## src/rtl/capture_ctrl.sv

```systemverilog
// Capture sequencer for the logic analyser. It arms, stores samples into a ring buffer,
// counts the post-trigger delay, then replays the captured window over a valid/ready port.
module capture_ctrl #(
  parameter int CNT_W  = 16,
  parameter int ADDR_W = 10
) (
  input  logic              clk_i,
  input  logic              rst_i,
  input  logic              cfg_stb_i,
  input  logic [CNT_W-1:0]  read_cnt_i,
  input  logic [CNT_W-1:0]  delay_cnt_i,
  input  logic              arm_i,
  input  logic              abort_i,
  input  logic              smpl_stb_i,
  input  logic              trg_i,
  output logic              mem_we_o,
  output logic [ADDR_W-1:0] mem_waddr_o,
  output logic              rd_vld_o,
  output logic [ADDR_W-1:0] rd_addr_o,
  input  logic              rd_rdy_i,
  output logic              armed_o,
  output logic              triggered_o,
  output logic              done_o,
  output logic [1:0]        dbg_state
);

  localparam int DEPTH = 2 ** ADDR_W;

  typedef enum logic [1:0] {
    IDLE      = 2'd0,
    ARMED     = 2'd1,
    TRIGGERED = 2'd2,
    READOUT   = 2'd3
  } state_t;

  state_t            state;
  logic [CNT_W-1:0]  read_q;
  logic [CNT_W-1:0]  delay_q;
  logic [CNT_W-1:0]  dcnt;
  logic [ADDR_W:0]   rcnt;
  logic [ADDR_W:0]   eff_read;
  logic [ADDR_W-1:0] stop_addr;
  logic              last_wr;

  // Read-port handshake: rd_addr_o is offered while rd_vld_o is high and is held
  // unchanged until a cycle with rd_vld_o & rd_rdy_i, which counts as one transfer.
  always_comb begin
    eff_read  = (read_q > CNT_W'(DEPTH)) ? (ADDR_W+1)'(DEPTH) : read_q[ADDR_W:0];
    stop_addr = mem_waddr_o + ADDR_W'(1);
    mem_we_o  = smpl_stb_i && (state == ARMED || state == TRIGGERED);
    last_wr   = smpl_stb_i &&
                ((state == ARMED && trg_i && delay_q == '0) ||
                 (state == TRIGGERED && dcnt == CNT_W'(1)));
  end

  assign armed_o     = (state == ARMED);
  assign triggered_o = (state == TRIGGERED);
  assign dbg_state   = state;

  always_ff @(posedge clk_i) begin
    if (rst_i) begin
      state       <= IDLE;
      read_q      <= '0;
      delay_q     <= '0;
      dcnt        <= '0;
      rcnt        <= '0;
      mem_waddr_o <= '0;
      rd_addr_o   <= '0;
      rd_vld_o    <= 1'b0;
      done_o      <= 1'b0;
    end else begin
      done_o <= 1'b0;
      if (abort_i) begin
        state    <= IDLE;
        rd_vld_o <= 1'b0;
        rcnt     <= '0;
      end else begin
        case (state)
          IDLE: begin
            if (cfg_stb_i) begin
              read_q  <= read_cnt_i;
              delay_q <= delay_cnt_i;
            end
            if (arm_i) begin
              state       <= ARMED;
              mem_waddr_o <= '0;
            end
          end
          ARMED: begin
            if (smpl_stb_i) begin
              mem_waddr_o <= stop_addr;
              if (trg_i && delay_q != '0) begin
                state <= TRIGGERED;
                dcnt  <= delay_q;
              end
            end
          end
          TRIGGERED: begin
            if (smpl_stb_i) begin
              mem_waddr_o <= stop_addr;
              dcnt        <= dcnt - CNT_W'(1);
            end
          end
          READOUT: begin
            // A zero-length window falls through here to finish one cycle after entry.
            if (rcnt == '0) begin
              done_o <= 1'b1;
              state  <= IDLE;
            end else if (rd_vld_o && rd_rdy_i) begin
              rd_addr_o <= rd_addr_o + ADDR_W'(1);
              rcnt      <= rcnt - (ADDR_W+1)'(1);
              if (rcnt == (ADDR_W+1)'(1)) begin
                rd_vld_o <= 1'b0;
                done_o   <= 1'b1;
                state    <= IDLE;
              end
            end
          end
          default: state <= IDLE;
        endcase
        // The window ends at the address just past the final stored sample.
        if (last_wr) begin
          state     <= READOUT;
          rd_addr_o <= stop_addr - eff_read[ADDR_W-1:0];
          rcnt      <= eff_read;
          rd_vld_o  <= (eff_read != '0);
        end
      end
    end
  end

endmodule
```

## config.mk

```make
export PLATFORM = sky130hd
export DESIGN_NAME = capture_ctrl
export DESIGN_NICKNAME = d
export VERILOG_FILES = /design/src/rtl/capture_ctrl.sv
export SDC_FILE = /design/constraint.sdc
export NUM_CORES = 1
export LEC_CHECK = 0
export ABC_CLOCK_PERIOD_IN_PS = 3050
export CORE_MARGIN = 5
export CORE_UTILIZATION = 45
export CTS_BUF_LIST = sky130_fd_sc_hd__clkbuf_8
export CTS_CLUSTER_DIAMETER = 30
export DETAILED_ROUTE_END_ITERATION = 12
export HOLD_SLACK_MARGIN = 0.08
export PLACE_DENSITY = 0.74
export SLEW_MARGIN = 40
export SYNTH_ARGS = -nofsm -noshare
export SYNTH_HDL_FRONTEND = slang
export SYNTH_SLANG_ARGS = --single-unit
```

## constraint.sdc

```tcl
create_clock -name clk_i -period 3.05 [get_ports clk_i]
set_input_delay 0.4575 -clock clk_i [delete_from_list [all_inputs] [get_ports clk_i]]
set_output_delay 0.4575 -clock clk_i [all_outputs]
set_load 0.01 [all_outputs]
```

==> run_results.csv, run 1 <==
group,metric,value,unit
yosys,syn_avg_cell_area,7.60,sq um
timing,clock_skew,0.0109,ns
finish,final_cell_mix,"nand2_1 (109), dfxtp_1 (83), a21oi_1 (81)",
finish,antenna_cells,0,
yosys,yosysWarnings,0,
grt,antenna_found_initial,0,
yosys,netlist_area,4920,sq um
floorplan,die-width,115,um
min_path,hold_class,"reg -> reg",
power,combPwrFrac,15.1,%
timing,period_needed,2.87,ns
timing,finalSetupTns,0,ns
floorplan,dieArea,13100,sq um
finish,final_common_cell,"nand2_1",
yosys,synthDistinctLibCells,64,
yosys,async_flop_share,0,%
critical_path,worst-path-buf-inv,1,
route,drt_first_pass_iters,4,
status,status,"completed",
timing,slew_violations,0,
route,wl_per_cell,16.0,um
timing,max_slew.worst_pin.slew,0.824,ns
route,drt_iter0_drc,268,
clocking,cts.sinks,83,
yosys,synthCells,648,
timing,slew_headroom,45.1,%
floorplan,start_util,45.6,%
floorplan,num_rows,38,
grt,grt_util_all_layers,21.3,%
clocking,clock_latency,0.37,ns
yosys,synthFlopType,"dfxtp_1",
critical_path,critical_path.top_delay_family,"compound AO/OA/AOI/OAI gates",
placed_design,numPortBuffers,66,
power,pwr-share-seq,47.7,%
job,cap_violations,0,
power,peakVddDrop,0.000184,V
placed_design,dpl.cell_count,829,
power,netSwitchingFraction,27.2,%
clocking,ctsHoldBuffers,0,
placed_design,place_congestion,0.895,
power,p_clk_share,37.2,%
power,p_switching,0.646,mW
power,internal_power,1.73,mW
timing,setup_violations,0,
finish,drive_gt1_share,7.93,%
timing,fin_crit_sh,94.1,%
yosys,synth-edff-count,0,
route,drt-total-wl,13.5,mm
route,final_antenna_net_count,0,
clocking,cts-root-buf,"clkbuf_8",
critical_path,cp.required,3.27,ns
finish,area_growth,21.1,%
placed_design,hpwl,9.96,mm
critical_path,crit_type,"reg -> reg",
floorplan,io_pins,67,
clocking,cts_buffer_depth,2,
yosys,synth_top_area_share,33.7,%
floorplan,fp.coreArea,10800,sq um
yosys,synth_top_area_cell,"dfxtp_1",
yosys,syn-num-nets,708,
grt,grt_first_pass_wirelength,22.8,mm
grt,grt_overflow,0,
finish,nNetsFinal,761,
critical_path,crit_arrival,3.09,ns
route,drc,0,
grt,grt_max_degree,56,
grt,grt_pass1_vias,4701,
finish,n_fill_cell,1029,
clocking,path_clk_slew,0.08,ns
critical_path,startpoint_type,"flip-flop",
timing,hold_viol,0,
critical_path,cp_slowest_stage_delay,0.55,ns
route,via_count,4851,
critical_path,critPathMaxFanout,3,
critical_path,setup.worst_path.end_class,"flip-flop",
route,viasPerCell,5.73,
finish,stdcell_count,846,
clocking,cts_made_buffers,9,
yosys,synth-seq-cells,83,
power,p_per_area,399,nW/um^2
clocking,cts_tree,"done",
timing,fmax,348,MHz
yosys,synth_sequential_area_ratio,33.7,%
critical_path,slowest_stage,"or4_4",
clocking,htreeDepth,3,
critical_path,path_cells,"or4_4, a211oi_4, and2_4, ha_1, inv_1, fa_2, a21oi_2, nand4b_1, a21o_1, o41ai_2, o21ai_0, o311ai_0",
power,p_leak,2.16,nW
yosys,synth.area.top_cells,"dfxtp_1 (34%), a21oi_1 (8.4%), nand2_1 (8.3%), ha_1 (4.8%), nor2_1 (3.7%)",
floorplan,dieHeight,115,um
==> worst register-to-register path: stages, from the launching register on <==
cell	delay, ns
dfxtp_1	0.32
or4_4	0.55
a211oi_4	0.22
and2_4	0.19
ha_1	0.15
inv_1	0.06
fa_2	0.36
a21oi_2	0.17
nand4b_1	0.15
a21o_1	0.14
o41ai_2	0.06
o21ai_0	0.19
o311ai_0	0.16
==> power by group through the flow <==
stage | sequential, mW | clock, mW | combinational (mW)
2_1_floorplan | 1.15 | 0 | 0.212
5_1_grt | 1.14 | 0.944 | 0.397
3_5_place_dp | 1.16 | 0 | 0.337
3_3_place_gp | 1.16 | 0 | 0.329
6_report | 1.14 | 0.885 | 0.359
4_1_cts | 1.13 | 0.897 | 0.340
==> timing repair <==
item                                    in CTS  in global routing
gates cloned                                 0                  0
buffers inserted                             0                  1
pin swaps                                    1                  3
resized for setup                            1                 12
endpoints found under the setup margin       2                  5
==> per-stage QoR <==
step	instance area, sq um	total power, mW	setup slack (ns)	util, %	hold slack (ns)
4_1_cts	5900	2.37	0.0364	54.6	0.459
2_1_floorplan	4920	1.36	0.163	-	0.431
3_5_place_dp	5680	1.50	-0.0515	52.6	0.447
3_3_place_gp	5680	1.49	0.0982	52.6	0.443
6_report	5960	2.38	0.178	55.2	0.462
5_1_grt	5960	2.48	-0.000121	55.2	0.486
==> cell usage after synthesis (all sizes together), types with 4 or more instances <==
| library cell | count |
|---|---|
| ha | 19 |
| a21o | 6 |
| buf | 11 |
| o21a | 4 |
| or4 | 7 |
| a22oi | 4 |
| nor3 | 20 |
| inv | 18 |
| dfxtp | 83 |
| a21oi | 83 |
| a211oi | 15 |
| nand2b | 7 |
| and2 | 5 |
| nand3b | 7 |
| and3 | 8 |
| nor4 | 20 |
| nand2 | 109 |
| o22ai | 5 |
| a31oi | 11 |
| nand4 | 7 |
| o21ai | 26 |
| xor2 | 11 |
| xnor2 | 11 |
| a21boi | 4 |
| nand3 | 15 |
| nor2 | 48 |
| mux2i | 4 |
| clkbuf | 26 |
| nor2b | 15 |
==> routing by layer <==
layer	vias up	part of all wire [%]	track usage (%)
met5	-	0	0
met4	0	2.3	7.68
met3	25	5.0	4.07
met2	140	45	33.2
met1	2259	48	29.4
li1	2427	-	-
==> cell type report <==
type,instances,area [sq um],area share (%)
Multi-Input combinational cell,510,3080,51.7
Sequential cell,83,1660,27.9
Tap cell,140,175,2.94
Clock buffer,9,124,2.08
Clock inverter,7,92.6,1.55
Timing Repair Buffer,79,757,12.7
Inverter,18,67.6,1.13
==> kinds of logic after synthesis <==
logic type | Yosys count | synth area share (%)
compound gates | 181 | 22.5
buf+inv | 55 | 4.70
flops | 83 | 33.7
fa+ha+maj | 20 | 5.24
xor+xnor | 22 | 3.91
mux | 5 | 1.04
simple gates | 282 | 28.8
==> registers in the layout (all words and copies together), names as in the netlist <==
| signal | count |
|---|---|
| dcnt | 16 |
| delay_q | 16 |
| read_q | 16 |
| rcnt | 11 |
| mem_waddr_o | 10 |
| rd_addr_o | 10 |
| dbg_state | 2 |
| done_o | 1 |
| rd_vld_o | 1 |
==> final timing paths <==
kind              cells after the start           end  slack [ns]        from
hold reg to reg                       2    read_q[12]        0.46  read_q[12]
setup / recovery                     12  rd_addr_o[8]        0.18  read_q[15]
setup reg to reg                     12  rd_addr_o[8]        0.18  read_q[15]
hold / removal                        2    read_q[12]        0.46  read_q[12]
(Power assumes the default switching activity.)
==> inputs of run 2 (changes only) <==
--- a/config.mk
+++ b/config.mk
@@ -5,14 +5,14 @@
 export SDC_FILE = /design/constraint.sdc
 export NUM_CORES = 1
 export LEC_CHECK = 0
-export ABC_CLOCK_PERIOD_IN_PS = 3050
+export ABC_CLOCK_PERIOD_IN_PS = 3200
 export CORE_MARGIN = 5
 export CORE_UTILIZATION = 45
 export CTS_BUF_LIST = sky130_fd_sc_hd__clkbuf_8
 export CTS_CLUSTER_DIAMETER = 30
 export DETAILED_ROUTE_END_ITERATION = 12
-export HOLD_SLACK_MARGIN = 0.08
-export PLACE_DENSITY = 0.74
+export PLACE_DENSITY = 0.72
+export RECOVER_POWER = 100
 export SLEW_MARGIN = 40
 export SYNTH_ARGS = -nofsm -noshare
 export SYNTH_HDL_FRONTEND = slang
==> constraint.sdc (replaced) <==
create_clock -name clk_i -period 3.2 [get_ports clk_i]
set_input_delay 0.48 -clock clk_i [delete_from_list [all_inputs] [get_ports clk_i]]
set_output_delay 0.48 -clock clk_i [all_outputs]
set_load 0.01 [all_outputs]
==> run_results.csv, run 2 (same netlist as run 1, synthesis figures left out) <==
group,metric,value,unit
grt,grt_util_all_layers,20.2,%
critical_path,setup.worst_path.end_class,"flip-flop",
critical_path,crit_arrival,3.18,ns
finish,drive_gt1_share,6.23,%
grt,grt_max_degree,71,
status,status,"completed",
timing,hold_viol,0,
finish,antenna_cells,0,
floorplan,io_pins,67,
clocking,htreeDepth,3,
timing,setup_violations,0,
clocking,cts_tree,"done",
clocking,path_clk_slew,0.08,ns
placed_design,dpl_cell_area,5680,sq um
power,p_leak,2.22,nW
critical_path,crit_start,"read_q[15]",
critical_path,critPathMaxFanout,3,
clocking,cts_buffer_depth,2,
route,viasPerCell,5.85,
min_path,min-delay-start,"read_q[15]",
timing,max_slew.worst_pin.slew,1.22,ns
min_path,whs_endpoint,"read_q[15]",
critical_path,reg2reg_setup_slack,0.22,ns
finish,fin_util,54.4,%
timing,slew_headroom,17.8,%
placed_design,hpwl,9.83,mm
job,cap_violations,0,
route,via_count,4945,
route,drt-total-wl,13.4,mm
grt,grt_overflow,0,
grt,grt_pass1_vias,4499,
timing,fin_crit_sh,93.1,%
placed_design,place_congestion,0.883,
placed_design,dp_slack,0.186,ns
power,p_per_area,359,nW/um^2
floorplan,dieHeight,115,um
grt,antenna_found_initial,0,
clocking,cts_made_buffers,9,
timing,period_needed,2.98,ns
route,drc,0,
clocking,ctsHoldBuffers,0,
finish,final_cell_mix,"nand2_1 (109), a21oi_1 (83), dfxtp_1 (83)",
min_path,hold_class,"reg -> reg",
floorplan,dieArea,13100,sq um
finish,area_growth,19.2,%
route,drt_iter0_drc,381,
timing,fmax,336,MHz
route,final_antenna_net_count,0,
floorplan,start_util,45.6,%
floorplan,num_rows,38,
route,drt_first_pass_iters,5,
finish,nNetsFinal,761,
timing,finalSetupTns,0,ns
min_path,hold_depth,2,
critical_path,startpoint_type,"flip-flop",
critical_path,reg2reg_from,"read_q[15]",
grt,grt_first_pass_wirelength,21.8,mm
critical_path,worst_r2r_path_depth,12,
clocking,cts.sinks,83,
finish,finalInstanceArea,5870,sq um
timing,holdWs,0.454,ns
critical_path,cp.required,3.40,ns
clocking,clock_latency,0.36,ns
timing,clock_skew,0.0125,ns
finish,final_common_cell,"nand2_1",
timing,slew_violations,0,
floorplan,die-width,115,um
floorplan,fp.coreArea,10800,sq um
timing,fin_ws,0.220,ns
critical_path,crit_type,"reg -> reg",
route,wl_per_cell,15.9,um
finish,largestRegisters,"dcnt x16, delay_q x16, read_q x16",
placed_design,numPortBuffers,66,
critical_path,r2r-end,"rd_addr_o[8]",
timing,rsz0062_at_grt,"no",
clocking,cts-root-buf,"clkbuf_8",
power,peakVddDrop,0.000231,V
-- run 2: changes by cell type in the layout (fill, tap and decap cells not counted), moves of 3 or more --
cell	change
buf_4	-3
dlygate4sd3_1	+29
clkbuf_1	+3
clkdlybuf4s50_1	-29
-- run 2: where the power goes --
| group | internal (mW) | switching, mW | total (mW) | leakage, nW |
|---|---|---|---|---|
| clock | 0.303 | 0.396 | 0.700 | 0.0924 |
| combinational | 0.146 | 0.179 | 0.325 | 1.45 |
| sequential | 1.06 | 0.0242 | 1.08 | 0.672 |
-- run 2: per-layer routing --
| metal | track usage, % | share of wire, % | up-vias |
|---|---|---|---|
| met5 | 0 | 0 | - |
| met4 | 7.60 | 2.0 | 0 |
| met3 | 3.70 | 5.8 | 23 |
| met2 | 31.5 | 46 | 214 |
| met1 | 27.7 | 46 | 2295 |
| li1 | - | - | 2413 |
-- run 2: stage by stage --
step | power [mW] | cells
2_1_floorplan | 1.30 | 648
3_3_place_gp | 1.41 | 829
3_5_place_dp | 1.42 | 829
4_1_cts | 2.11 | 845
5_1_grt | 2.20 | 846
6_report | 2.11 | 846
-- run 2: how the worst max path moves through the flow --
stage | depth (start not counted) | endpoint | slack [ns]
5_1_grt | 11 | rd_addr_o[7] | 0.009
3_5_place_dp | 11 | rd_addr_o[7] | 0.19
6_report | 12 | rd_addr_o[8] | 0.22
4_1_cts | 12 | rd_addr_o[8] | 0.16
2_1_floorplan | 11 | rd_addr_o[7] | 0.31
3_3_place_gp | 11 | rd_addr_o[7] | 0.26
-- run 2: layout make-up --
| cell class | instances | area [sq um] |
|---|---|---|
| fill | 979 | 4920 |
| multi-input combinational | 510 | 3050 |
| sequential | 83 | 1660 |
| timing repair buffer | 79 | 739 |
| tap | 140 | 175 |
| clock buffer | 10 | 138 |
| inverter | 18 | 67.6 |
| clock inverter | 6 | 40.0 |
-- run 2: worst max-delay path: stages (launching register included) --
cell and delay (ns):
dfxtp_1 0.31, or4_1 0.58, a211oi_2 0.23, and2_0 0.21
ha_1 0.18, inv_1 0.05, fa_1 0.40, a21oi_1 0.19
nand4b_1 0.16, a21o_1 0.14, o41ai_2 0.06, o21ai_0 0.16
o311ai_0 0.15
-- run 2: repair_timing --
item | 4_1_cts | 5_1_grt
resized for setup | 0 | 4
setup buffers | 0 | 1
endpoints found under the setup margin | 0 | 4
hold endpoints to repair | 0 | 0
==> inputs of run 3 (changes only) <==
--- a/config.mk
+++ b/config.mk
@@ -13,7 +13,7 @@
 export DETAILED_ROUTE_END_ITERATION = 12
 export PLACE_DENSITY = 0.72
 export RECOVER_POWER = 100
-export SLEW_MARGIN = 40
+export SLEW_MARGIN = 15
 export SYNTH_ARGS = -nofsm -noshare
 export SYNTH_HDL_FRONTEND = slang
 export SYNTH_SLANG_ARGS = --single-unit
==> run_results.csv, run 3 (same netlist as run 1, synthesis figures left out) <==
group,metric,value,unit
job,cap_violations,0,
route,wl_met2,6.25,mm
timing,rsz0062_at_grt,"no",
clocking,ctsHoldBuffers,0,
clocking,cts_made_buffers,9,
route,drt-total-wl,13.5,mm
timing,slew_headroom,13.7,%
floorplan,io_pins,67,
grt,antenna_found_initial,0,
power,p_switching,0.587,mW
timing,holdWs,0.459,ns
clocking,cts_setup_buffers,0,
critical_path,worst_r2r_path_depth,12,
floorplan,fp.coreArea,10800,sq um
placed_design,numPortBuffers,66,
floorplan,dieArea,13100,sq um
finish,area_growth,19.9,%
clocking,cts_tree,"done",
placed_design,hpwl,9.92,mm
clocking,cts-root-buf,"clkbuf_8",
critical_path,reg2reg_from,"read_q[15]",
power,combPwrFrac,14.8,%
grt,grt_overflow,0,
finish,antenna_cells,0,
timing,finalSetupTns,0,ns
power,netSwitchingFraction,26.5,%
finish,final_cell_mix,"nand2_1 (109), a21oi_1 (83), dfxtp_1 (83)",
power,internal_power,1.62,mW
critical_path,cp_slowest_stage_delay,0.56,ns
floorplan,die-width,115,um
finish,seqCellArea,1660,sq um
power,peakVddDrop,0.000215,V
clocking,clock_latency,0.36,ns
timing,period_needed,3.01,ns
critical_path,critical_path.top_delay_family,"compound AO/OA/AOI/OAI gates",
critical_path,worst-path-buf-inv,1,
finish,final_common_cell,"nand2_1",
timing,slew_violations,0,
critical_path,startpoint_type,"flip-flop",
critical_path,r2r-end,"rd_addr_o[8]",
floorplan,num_rows,38,
finish,nNetsFinal,760,
route,wl_per_cell,16.0,um
timing,hold_viol,0,
clocking,path_clk_slew,0.08,ns
min_path,hold_depth,2,
clocking,cts.sinks,83,
route,highest_layer,"met4",
route,wl_met3,797,um
route,wl_met1,6.23,mm
clocking,htreeDepth,3,
timing,setup_violations,0,
route,drt_first_pass_iters,7,
grt,grt_util_all_layers,20.7,%
route,final_antenna_net_count,0,
min_path,hold_class,"reg -> reg",
route,drt_iter0_drc,382,
critical_path,crit_arrival,3.19,ns
critical_path,reg2reg_setup_slack,0.19,ns
timing,max_slew.worst_pin.slew,1.29,ns
grt,grt_first_pass_wirelength,22.2,mm
power,p_clk_share,36.4,%
timing,clock_skew,0.00942,ns
critical_path,critPathMaxFanout,3,
floorplan,start_util,45.6,%
critical_path,crit_type,"reg -> reg",
grt,grt_pass1_vias,4588,
route,via_count,4899,
power,p_leak,2.23,nW
clocking,cts_resized,0,
min_path,whs_endpoint,"read_q[15]",
placed_design,place_congestion,0.883,
grt,grt_max_degree,71,
clocking,cts_buffer_depth,2,
power,p_per_area,374,nW/um^2
timing,fmax,333,MHz
floorplan,dieHeight,115,um
finish,multi_input_area,3050,sq um
power,pwr-share-seq,48.9,%
critical_path,path_cells,"or4_4, a211oi_4, and2_4, ha_1, inv_1, fa_1, a21oi_1, nand4b_1, a21o_1, o41ai_2, o21ai_0, o311ai_0",
finish,drive_gt1_share,6.10,%
finish,n_fill_cell,1009,
critical_path,setup.worst_path.end_class,"flip-flop",
min_path,min-delay-start,"read_q[15]",
critical_path,cp.required,3.38,ns
status,status,"completed",
route,viasPerCell,5.80,
finish,largestRegisters,"dcnt x16, delay_q x16, read_q x16",
timing,fin_crit_sh,93.9,%
critical_path,slowest_stage,"or4_4",
route,drc,0,
run 3: per-stage QoR:
stage	worst slack, ns	utilization, %	std cells	instance area, sq um	total power [mW]
final	0.194	54.7	845	5900	2.21
after floorplan	0.313	-	648	4920	1.30
after CTS	0.0981	54.6	845	5890	2.22
after global placement	0.255	52.6	829	5680	1.41
after global routing	0.00425	54.7	845	5900	2.31
after detailed placement	0.119	52.6	829	5680	1.42
run 3: layout make-up:
class                           count  share of cell area, %
Clock buffer                       12                   2.80
Multi-Input combinational cell    510                   51.7
Clock inverter                      4                  0.826
Tap cell                          140                   2.97
Sequential cell                    83                   28.1
Timing Repair Buffer               78                   12.4
Inverter                           18                   1.14
run 3: power by group through the flow:
stage / registers, mW / logic (mW) / clock network (mW)
floorplan: 1.10 / 0.202 / 0
global placement: 1.10 / 0.311 / 0
detailed placement: 1.10 / 0.318 / 0
CTS: 1.08 / 0.320 / 0.818
global route: 1.08 / 0.360 / 0.868
finish: 1.08 / 0.326 / 0.804
run 3: how the worst max path moves through the flow:
stage / start / to / slack, ns / depth (start not counted)
floorplan: read_q[15] / rd_addr_o[7] / 0.31 / 11
global placement: read_q[15] / rd_addr_o[7] / 0.26 / 11
detailed placement: read_q[15] / rd_addr_o[8] / 0.12 / 12
CTS: read_q[15] / rd_addr_o[8] / 0.1 / 12
global route: read_q[0] / rd_addr_o[8] / 0.004 / 13
finish: read_q[15] / rd_addr_o[8] / 0.19 / 12
run 3: routing by layer:
metal	GRT usage, %	vias to the layer above
met5	0	-
met4	8.08	0
met3	3.28	18
met2	32.4	172
met1	28.6	2285
li1	-	2424
run 3: worst reg2reg max path, cell delays in order, from the launching register on:
cell and delay [ns]:
dfxtp_1 0.32, or4_4 0.56, a211oi_4 0.26, and2_4 0.19, ha_1 0.16, inv_1 0.06, fa_1 0.40, a21oi_1 0.18
nand4b_1 0.16, a21o_1 0.15, o41ai_2 0.06, o21ai_0 0.17, o311ai_0 0.17
